===== src/rtl/port_out_uart.sv =====
// rtl/port_out_uart.sv - word FIFO feeding a 4-byte 8N1 UART serializer, LSB byte first
module port_out_uart #(
    parameter int CLKS_PER_BIT = 434,
    parameter int FIFO_DEPTH   = 4
) (
    input  logic        clk,
    input  logic        reset,
    input  logic [31:0] PortData,
    input  logic        PortWrite,
    output logic        Tx,
    output logic        Busy,
    output logic        Full,
    output logic        Overflow
);
    localparam int PW = $clog2(FIFO_DEPTH);
    localparam int CW = PW + 1;
    localparam int BW = $clog2(CLKS_PER_BIT);

    typedef enum logic [1:0] {IDLE, START, DATA, STOP} state_t;

    logic [31:0]   mem_q [FIFO_DEPTH];
    logic [PW-1:0] wr_ptr_q, rd_ptr_q;
    logic [CW-1:0] count_q;
    logic          overflow_q;

    state_t        state_q, state_d;
    logic [BW-1:0] baud_q, baud_d;
    logic [2:0]    bit_q, bit_d;
    logic [1:0]    byte_q, byte_d;
    logic [31:0]   shift_q, shift_d;
    logic [7:0]    cur_byte;

    logic empty, pop, push, baud_done;

    assign empty     = (count_q == '0);
    assign Full      = (count_q == CW'(FIFO_DEPTH));
    assign pop       = (state_q == IDLE) && !empty;
    // A pop in the same cycle frees a slot, so a write into a full FIFO is still taken.
    assign push      = PortWrite && (!Full || pop);
    assign baud_done = (baud_q == BW'(CLKS_PER_BIT - 1));
    assign cur_byte  = shift_q[7:0];
    assign Busy      = (state_q != IDLE) || !empty;
    assign Overflow  = overflow_q;

    always_ff @(posedge clk) begin
        if (push) begin
            mem_q[wr_ptr_q] <= PortData;
        end
    end

    always_ff @(posedge clk or negedge reset) begin
        if (!reset) begin
            wr_ptr_q   <= '0;
            rd_ptr_q   <= '0;
            count_q    <= '0;
            overflow_q <= 1'b0;
        end else begin
            if (push) begin
                wr_ptr_q <= wr_ptr_q + PW'(1);
            end
            if (pop) begin
                rd_ptr_q <= rd_ptr_q + PW'(1);
            end
            case ({push, pop})
                2'b10:   count_q <= count_q + CW'(1);
                2'b01:   count_q <= count_q - CW'(1);
                default: count_q <= count_q;
            endcase
            if (PortWrite && !push) begin
                overflow_q <= 1'b1;
            end
        end
    end

    always_ff @(posedge clk or negedge reset) begin
        if (!reset) begin
            state_q <= IDLE;
            baud_q  <= '0;
            bit_q   <= '0;
            byte_q  <= '0;
            shift_q <= '0;
        end else begin
            state_q <= state_d;
            baud_q  <= baud_d;
            bit_q   <= bit_d;
            byte_q  <= byte_d;
            shift_q <= shift_d;
        end
    end

    // Tx is decoded from state so an asynchronous reset forces the line idle at once.
    always_comb begin
        state_d = state_q;
        baud_d  = baud_q;
        bit_d   = bit_q;
        byte_d  = byte_q;
        shift_d = shift_q;
        Tx      = 1'b1;
        case (state_q)
            IDLE: begin
                if (!empty) begin
                    shift_d = mem_q[rd_ptr_q];
                    byte_d  = '0;
                    baud_d  = '0;
                    state_d = START;
                end
            end
            START: begin
                Tx = 1'b0;
                if (baud_done) begin
                    baud_d  = '0;
                    bit_d   = '0;
                    state_d = DATA;
                end else begin
                    baud_d = baud_q + BW'(1);
                end
            end
            DATA: begin
                Tx = cur_byte[bit_q];
                if (baud_done) begin
                    baud_d = '0;
                    if (bit_q == 3'd7) begin
                        state_d = STOP;
                    end else begin
                        bit_d = bit_q + 3'd1;
                    end
                end else begin
                    baud_d = baud_q + BW'(1);
                end
            end
            STOP: begin
                if (baud_done) begin
                    baud_d = '0;
                    if (byte_q != 2'd3) begin
                        byte_d  = byte_q + 2'd1;
                        shift_d = shift_q >> 8;
                        state_d = START;
                    end else begin
                        state_d = IDLE;
                    end
                end else begin
                    baud_d = baud_q + BW'(1);
                end
            end
            default: state_d = IDLE;
        endcase
    end
endmodule


===== config.mk =====
export PLATFORM = sky130hd
export DESIGN_NAME = port_out_uart
export DESIGN_NICKNAME = d
export VERILOG_FILES = /design/src/rtl/port_out_uart.sv
export SDC_FILE = /design/constraint.sdc
export NUM_CORES = 1
export LEC_CHECK = 0
export CORE_MARGIN = 5
export CORE_UTILIZATION = 35
export CTS_CLUSTER_SIZE = 40
export DETAILED_ROUTE_END_ITERATION = 10
export PLACE_DENSITY_LB_ADDON = 0.3
export SLEW_MARGIN = 20
export SYNTH_ARGS = -nofsm -noshare
export SYNTH_HDL_FRONTEND = slang
export SYNTH_SLANG_ARGS = --single-unit

===== constraint.sdc =====
create_clock -name clk -period 5.9 [get_ports clk]
set_input_delay 0.885 -clock clk [delete_from_list [all_inputs] [get_ports clk]]
set_output_delay 0.885 -clock clk [all_outputs]
set_load 0.01 [all_outputs]

== Yosys cells after proc, flatten, opt, wreduce, memory -nomap -nowiden ==
Memories as Yosys holds them, arrays and structs flattened.
Cells that the tools add are included.
Operators by class
  reduce and logical (&&, ||, !) cells: 18
  order comparisons: 1
  eq/ne operators: 16
  add/sub/neg operators: 7
  multiplexer cells: 28
Operators with widths (count)
  32-bit 2-to-1 mux: 3
  32-bit case mux with 2 select lines: 1
  9-bit 2-to-1 mux: 2
  9-bit case mux with 2 select lines: 1
  2-bit 2-to-1 mux: 8
  2-bit inequality test, second input constant: 8
  3-bit case mux with 2 select lines: 2
  9-bit by 1-bit adder with 9-bit output, second input constant: 1
  9-bit equality test, second input constant: 1
  3-bit 2-to-1 mux: 3
  2-bit case mux with 4 select lines: 1
  4-bit AND reduction: 2
  2-bit nonzero test: 4
  2-bit by 1-bit adder with 2-bit output, second input constant: 3
  3-bit by 1-bit adder with 3-bit output, second input constant: 2
  2-bit equality test, second input constant: 3
  3-bit equality test, second input constant: 2
  5-bit AND reduction: 1
  2-bit by 1-bit equality test with 1-bit output, second input constant: 2
  3-bit by 4-bit < comparator with 1-bit output, second input constant: 1
  1-bit 2-to-1 mux: 4
  2-bit case mux with 2 select lines: 1
  1-bit binary-select mux with 3-bit select: 1
  1-bit logical AND: 3
  other kinds (7): 10
Storage, ports and cells
  output and inout port bits: 4
  memories kept: 1
  input port bits: 35
  bits in registers: 56
  logic and storage cells: 80
  memory bits (writable): 128
Memories
  mem_q: words 4, width 32, read ports 1, clocked after Yosys merged registers in 0, wr ports 1, RTL line 21  | logic [31:0] mem_q [FIFO_DEPTH];

== Longest topological paths before layout ==
  depth in word-level cells: 7
  mapped depth: 12
  depth with buffers taken out: 11

== Worst setup path after synthesis ==
No wires, ideal clock.
  path type: register to register
  start point: reg state_q[0]
  end point: mem mem_q[0][0], enable pin
  stages on the path, launching flop included: 7
  data required time: 5508 ps
  clock period less this slack: 2617 ps
  path slack: 3283 ps
  path buffers: 1
  arrival time: 2225 ps
  library setup time: 392 ps
  cell sequence: dfrtp_1 > inv_1 > ha_1 > clkbuf_1 > nor2b_1 > nor2b_1 > and2_1
On the way
  longest elaborated chain between the ends: 6
RTL lines
  start: declaration: RTL line 26  | state_t state_q, state_d;
  start signal: assignment: RTL line 83  | state_q <= state_d;
  2-bit zero test: RTL line 37  | assign pop = (state_q == IDLE) && !empty;
  1-bit logical AND: RTL line 37
  1-bit logical OR: RTL line 39  | assign push = PortWrite && (!Full || pop);
  1-bit logical AND: RTL line 39
  1-bit 2-to-1 mux: RTL line 46  | if (push) begin
  1-bit 2-to-1 mux (implied by the code): RTL line 47  | mem_q[wr_ptr_q] <= PortData;
  end: declaration: RTL line 21
Every way passes these cells.

== Worst setup path after layout ==
  start point: reg state_q[0]
  end point: out Busy
On the way
  longest elaborated chain between the ends: 2
RTL lines
  2-bit nonzero test: RTL line 42  | assign Busy = (state_q != IDLE) || !empty;
  1-bit logical OR: RTL line 42
  end: declaration: RTL line 11  | output logic Busy,
Every way passes these cells.

==> PnR_summary.wiki <==
{| class="wikitable"
! Metric !! Value
|-
| Total standard cell area after synthesis || 0.007769 sq mm
|-
| Mapped Cells || 485
|-
| Insertion delay of the later-clocked pin in the worst-skew pair || 0.42 ns
|-
| Final worst hold slack || 0.4637 ns
|-
| Number of placement rows || 54
|-
| Number of primary I/O pins || 39
|-
| Pwr per Cell Area || 497.0 mW/mm^2
|-
| Residual DRC count || 0
|-
| Depth of the worst hold-timing path || 1
|-
| Post-synthesis async set-or-reset flop share || 30.43%
|-
| Starting Density || 35.60%
|-
| Number of antenna violations at the first check in global routing || 0
|-
| Maximum fanout along the worst path || 26
|-
| Element type at the critical path end || output pin
|-
| Max-cap check violation count || 0
|-
| Cell type group with the largest total delay on the critical path || buffers and inverters
|-
| Total die area || 0.02528 sq mm
|-
| Total count of hold-check failures in the final report || 0
|-
| Vias per cell || 4.985
|-
| Post-DP HPWL || 8.884 mm
|-
| Post-CTS setup buffer count || 0
|-
| Number of buffers created by CTS || 17
|-
| Portion of the clock cycle consumed by the worst path in the final layout || 59.45%
|-
| Final Instance Count excl. Fillers || 824
|-
| Detailed Route Iter0 Violations || 247
|-
| Endpoint, Worst Hold || Overflow
|-
| Reg2reg start || state_q[1]
|-
| Pin slew with the least headroom to its limit || 0.9509 ns
|-
| Buffers added on ports || 38
|-
| Placed insts || 792
|-
| Final net count || 581
|-
| Placeable core region || 0.02182 sq mm
|-
| Final antenna-violating net count || 0
|-
| Clock tree from TritonCTS || done
|-
| Critical hold path startpoint || Overflow
|-
| Netlist cell types || 47
|-
| Diode insertion count for antenna repair || 0
|-
| Wire length of the first global-routing pass || 23.71 mm
|-
| Max_slew headroom || 36.46%
|-
| Power consumption || 4.489 mW
|-
| Unrepaired setup endpoints after global routing || false
|-
| Hold-fix buffer count after cts || 0
|-
| Width of the die || 159.0 um
|-
| Maximum clock rate || 285.1 MHz
|-
| Cells resized by post-CTS repair || 0
|-
| CTS HTree Levels || 4
|-
| Leading cell types in the layout, fill and taps excluded || 128 x sky130_fd_sc_hd__edfxtp_1, 87 x sky130_fd_sc_hd__nand2_1, 55 x sky130_fd_sc_hd__dfrtp_1
|-
| Number of synthesis warnings || 0
|-
| Register bit total from synthesis || 184
|-
| Post-synthesis average cell area || 16.02 sq um
|-
| Cell at the slowest stage of the critical path || sky130_fd_sc_hd__clkdlybuf4s50_1
|-
| Sequential area share after synthesis || 67.51%
|-
| Peak VDD IR || 0.2171 mV
|-
| Number of detailed-route iterations in the first pass || 4
|-
| Pin count of the biggest net entering global routing || 57
|-
| Setup TNS after final layout || 0 ns
|-
| Chip Height || 159.0 um
|-
| Area growth from synthesis to layout || 16.25%
|-
| Worst path arrival time || 2.62 ns
|-
| Flip-flop cell with the highest count after synthesis || sky130_fd_sc_hd__edfxtp_1
|-
| Global router's overall resource usage || 11.71%
|-
| Clock buffer depth || 2
|-
| Clock transition at path regs || 0.07 ns
|-
| Cell at the root of the clock tree || sky130_fd_sc_hd__clkbuf_16
|-
| Number of buffers and inverters on the critical path || 4
|-
| Worst stage delay on the critical path || 0.50 ns
|-
| Routed WL per cell || 17.32 um
|-
| Max-slew violation count || 0
|-
| Final setup violation count || 0
|-
| Worst clock skew || 0.007965 ns
|-
| Worst reg2reg path endpoint || shift_q[10]
|-
| Aggregate global routing overflow || 0
|-
| Leakage power total || 3.360 nW
|-
| Total number of cells along the worst setup path || 6
|-
| Worst reg-to-reg path cell count || 5
|-
| Share of layout cells above drive strength 1 || 19.49%
|-
| Final Core Density || 41.38%
|-
| Cell chain of the critical path || inv_1, ha_1, nor4b_4, buf_4, inv_2, clkdlybuf4s50_1
|-
| Startpoint-to-endpoint class of the critical path || reg2out
|-
| CTS sink count || 184
|-
| Total number of vias || 4108
|-
| Weighted congestion at the end of routability-driven global placement || 0.7444
|-
| Kind of path behind the tightest hold check || reg2reg
|-
| Number of flops mapped to enable cells by yosys || 128
|-
| Minimum clock period || 3.507 ns
|-
| Via count of the first global-routing pass || 4407
|-
| Most common cell after layout, fill and taps aside || sky130_fd_sc_hd__edfxtp_1
|-
| Kind of launch point of the worst setup path || register
|-
| Detailed Route WL || 14.27 mm
|-
| Post-Synthesis Net Count || 535
|-
| Run status || completed
|-
| Slack of the worst reg-to-reg path || 2.67 ns
|-
| Data required time at the worst endpoint || 5.02 ns
|}
==> synthesized netlist by cell type, types with 3 or more instances <==
| cell | instances | area share [%] |
|---|---|---|
| sky130_fd_sc_hd__xnor2_1 | 3 | 0.34 |
| sky130_fd_sc_hd__ha_1 | 14 | 2.3 |
| sky130_fd_sc_hd__mux4_2 | 34 | 9.9 |
| sky130_fd_sc_hd__a21o_1 | 4 | 0.39 |
| sky130_fd_sc_hd__nand3_1 | 4 | 0.26 |
| sky130_fd_sc_hd__nand2_1 | 87 | 4.2 |
| sky130_fd_sc_hd__nor2b_1 | 8 | 0.64 |
| sky130_fd_sc_hd__o21ai_0 | 22 | 1.4 |
| sky130_fd_sc_hd__dfrtp_1 | 56 | 18 |
| sky130_fd_sc_hd__a21oi_1 | 4 | 0.26 |
| sky130_fd_sc_hd__mux2_4 | 21 | 4.1 |
| sky130_fd_sc_hd__mux2_2 | 5 | 0.72 |
| sky130_fd_sc_hd__nor3_1 | 6 | 0.39 |
| sky130_fd_sc_hd__inv_1 | 11 | 0.53 |
| sky130_fd_sc_hd__and2_1 | 6 | 0.48 |
| sky130_fd_sc_hd__clkbuf_1 | 10 | 0.48 |
| sky130_fd_sc_hd__edfxtp_1 | 128 | 49 |
| sky130_fd_sc_hd__buf_2 | 7 | 0.45 |
| sky130_fd_sc_hd__o31ai_1 | 8 | 0.77 |
| sky130_fd_sc_hd__a22o_1 | 5 | 0.56 |
| sky130_fd_sc_hd__xor2_1 | 3 | 0.34 |
| sky130_fd_sc_hd__nor2_1 | 10 | 0.48 |
==> how the worst max path moves through the flow <==
| stage | from | end | slack, ns |
|---|---|---|---|
| floorplan | state_q[0] | mem_q[0][0] | 3.28 |
| global placement | state_q[1] | shift_q[8] | 2.81 |
| detailed placement | state_q[1] | shift_q[9] | 2.66 |
| CTS | state_q[0] | Busy | 2.36 |
| global route | state_q[0] | Busy | 2.17 |
| finish | state_q[0] | Busy | 2.39 |
==> routing by layer <==
metal / up-vias / track usage [%] / part of all wire [%]
li1: 1901 / - / -
met1: 2141 / 15.31 / 46
met2: 54 / 19.38 / 51
met3: 12 / 3.106 / 2.1
met4: 0 / 3.335 / 1.5
met5: - / 0 / 0
==> area by class of cell <==
type	count	area [sq um]
Fill cell	1984	12790
Sequential cell	184	5246
Multi-Input combinational cell	268	2376
Timing Repair Buffer	47	442.9
Clock buffer	19	432.9
Tap cell	280	350.3
Clock inverter	13	133.9
Inverter	13	48.80
==> cell families (layout without fill, tap and decap cells) <==
kind of cell,count (synthesis),in the layout,share of synthesized area (%)
AO/OA/AOI/OAI,51,51,4.445
XOR/XNOR,6,6,0.6766
adder cells (fa/ha/maj),15,15,2.513
buffers and inverters,33,92,1.900
flip-flops,184,184,67.51
multiplexers,62,62,14.90
AND/OR/NAND/NOR,134,134,8.053
==> registers in the layout, indices dropped and copies added, names as in the netlist <==
register and flops:
Overflow 1, byte_q 2, baud_q 9, wr_ptr_q 2, state_q 2, rd_ptr_q 2
shift_q 32, mem_q 128, bit_q 3, count_q 3
==> through the flow <==
step / worst slack [ns] / area (sq um)
2_1_floorplan: 3.283 / 7769
3_3_place_gp: 2.808 / 8464
3_5_place_dp: 2.657 / 8464
4_1_cts: 2.360 / 9031
5_1_grt: 2.166 / 9031
6_report: 2.393 / 9031
==> power by group <==
| group | switching, mW | leakage [nW] | internal, mW |
|---|---|---|---|
| combinational | 0.790 | 1.22 | 0.719 |
| sequential | 0.149 | 1.87 | 1.75 |
| clock | 0.520 | 0.275 | 0.562 |
| total | 1.46 | 3.36 | 3.03 |
No activity file was read; power rests on OpenSTA's default activity.
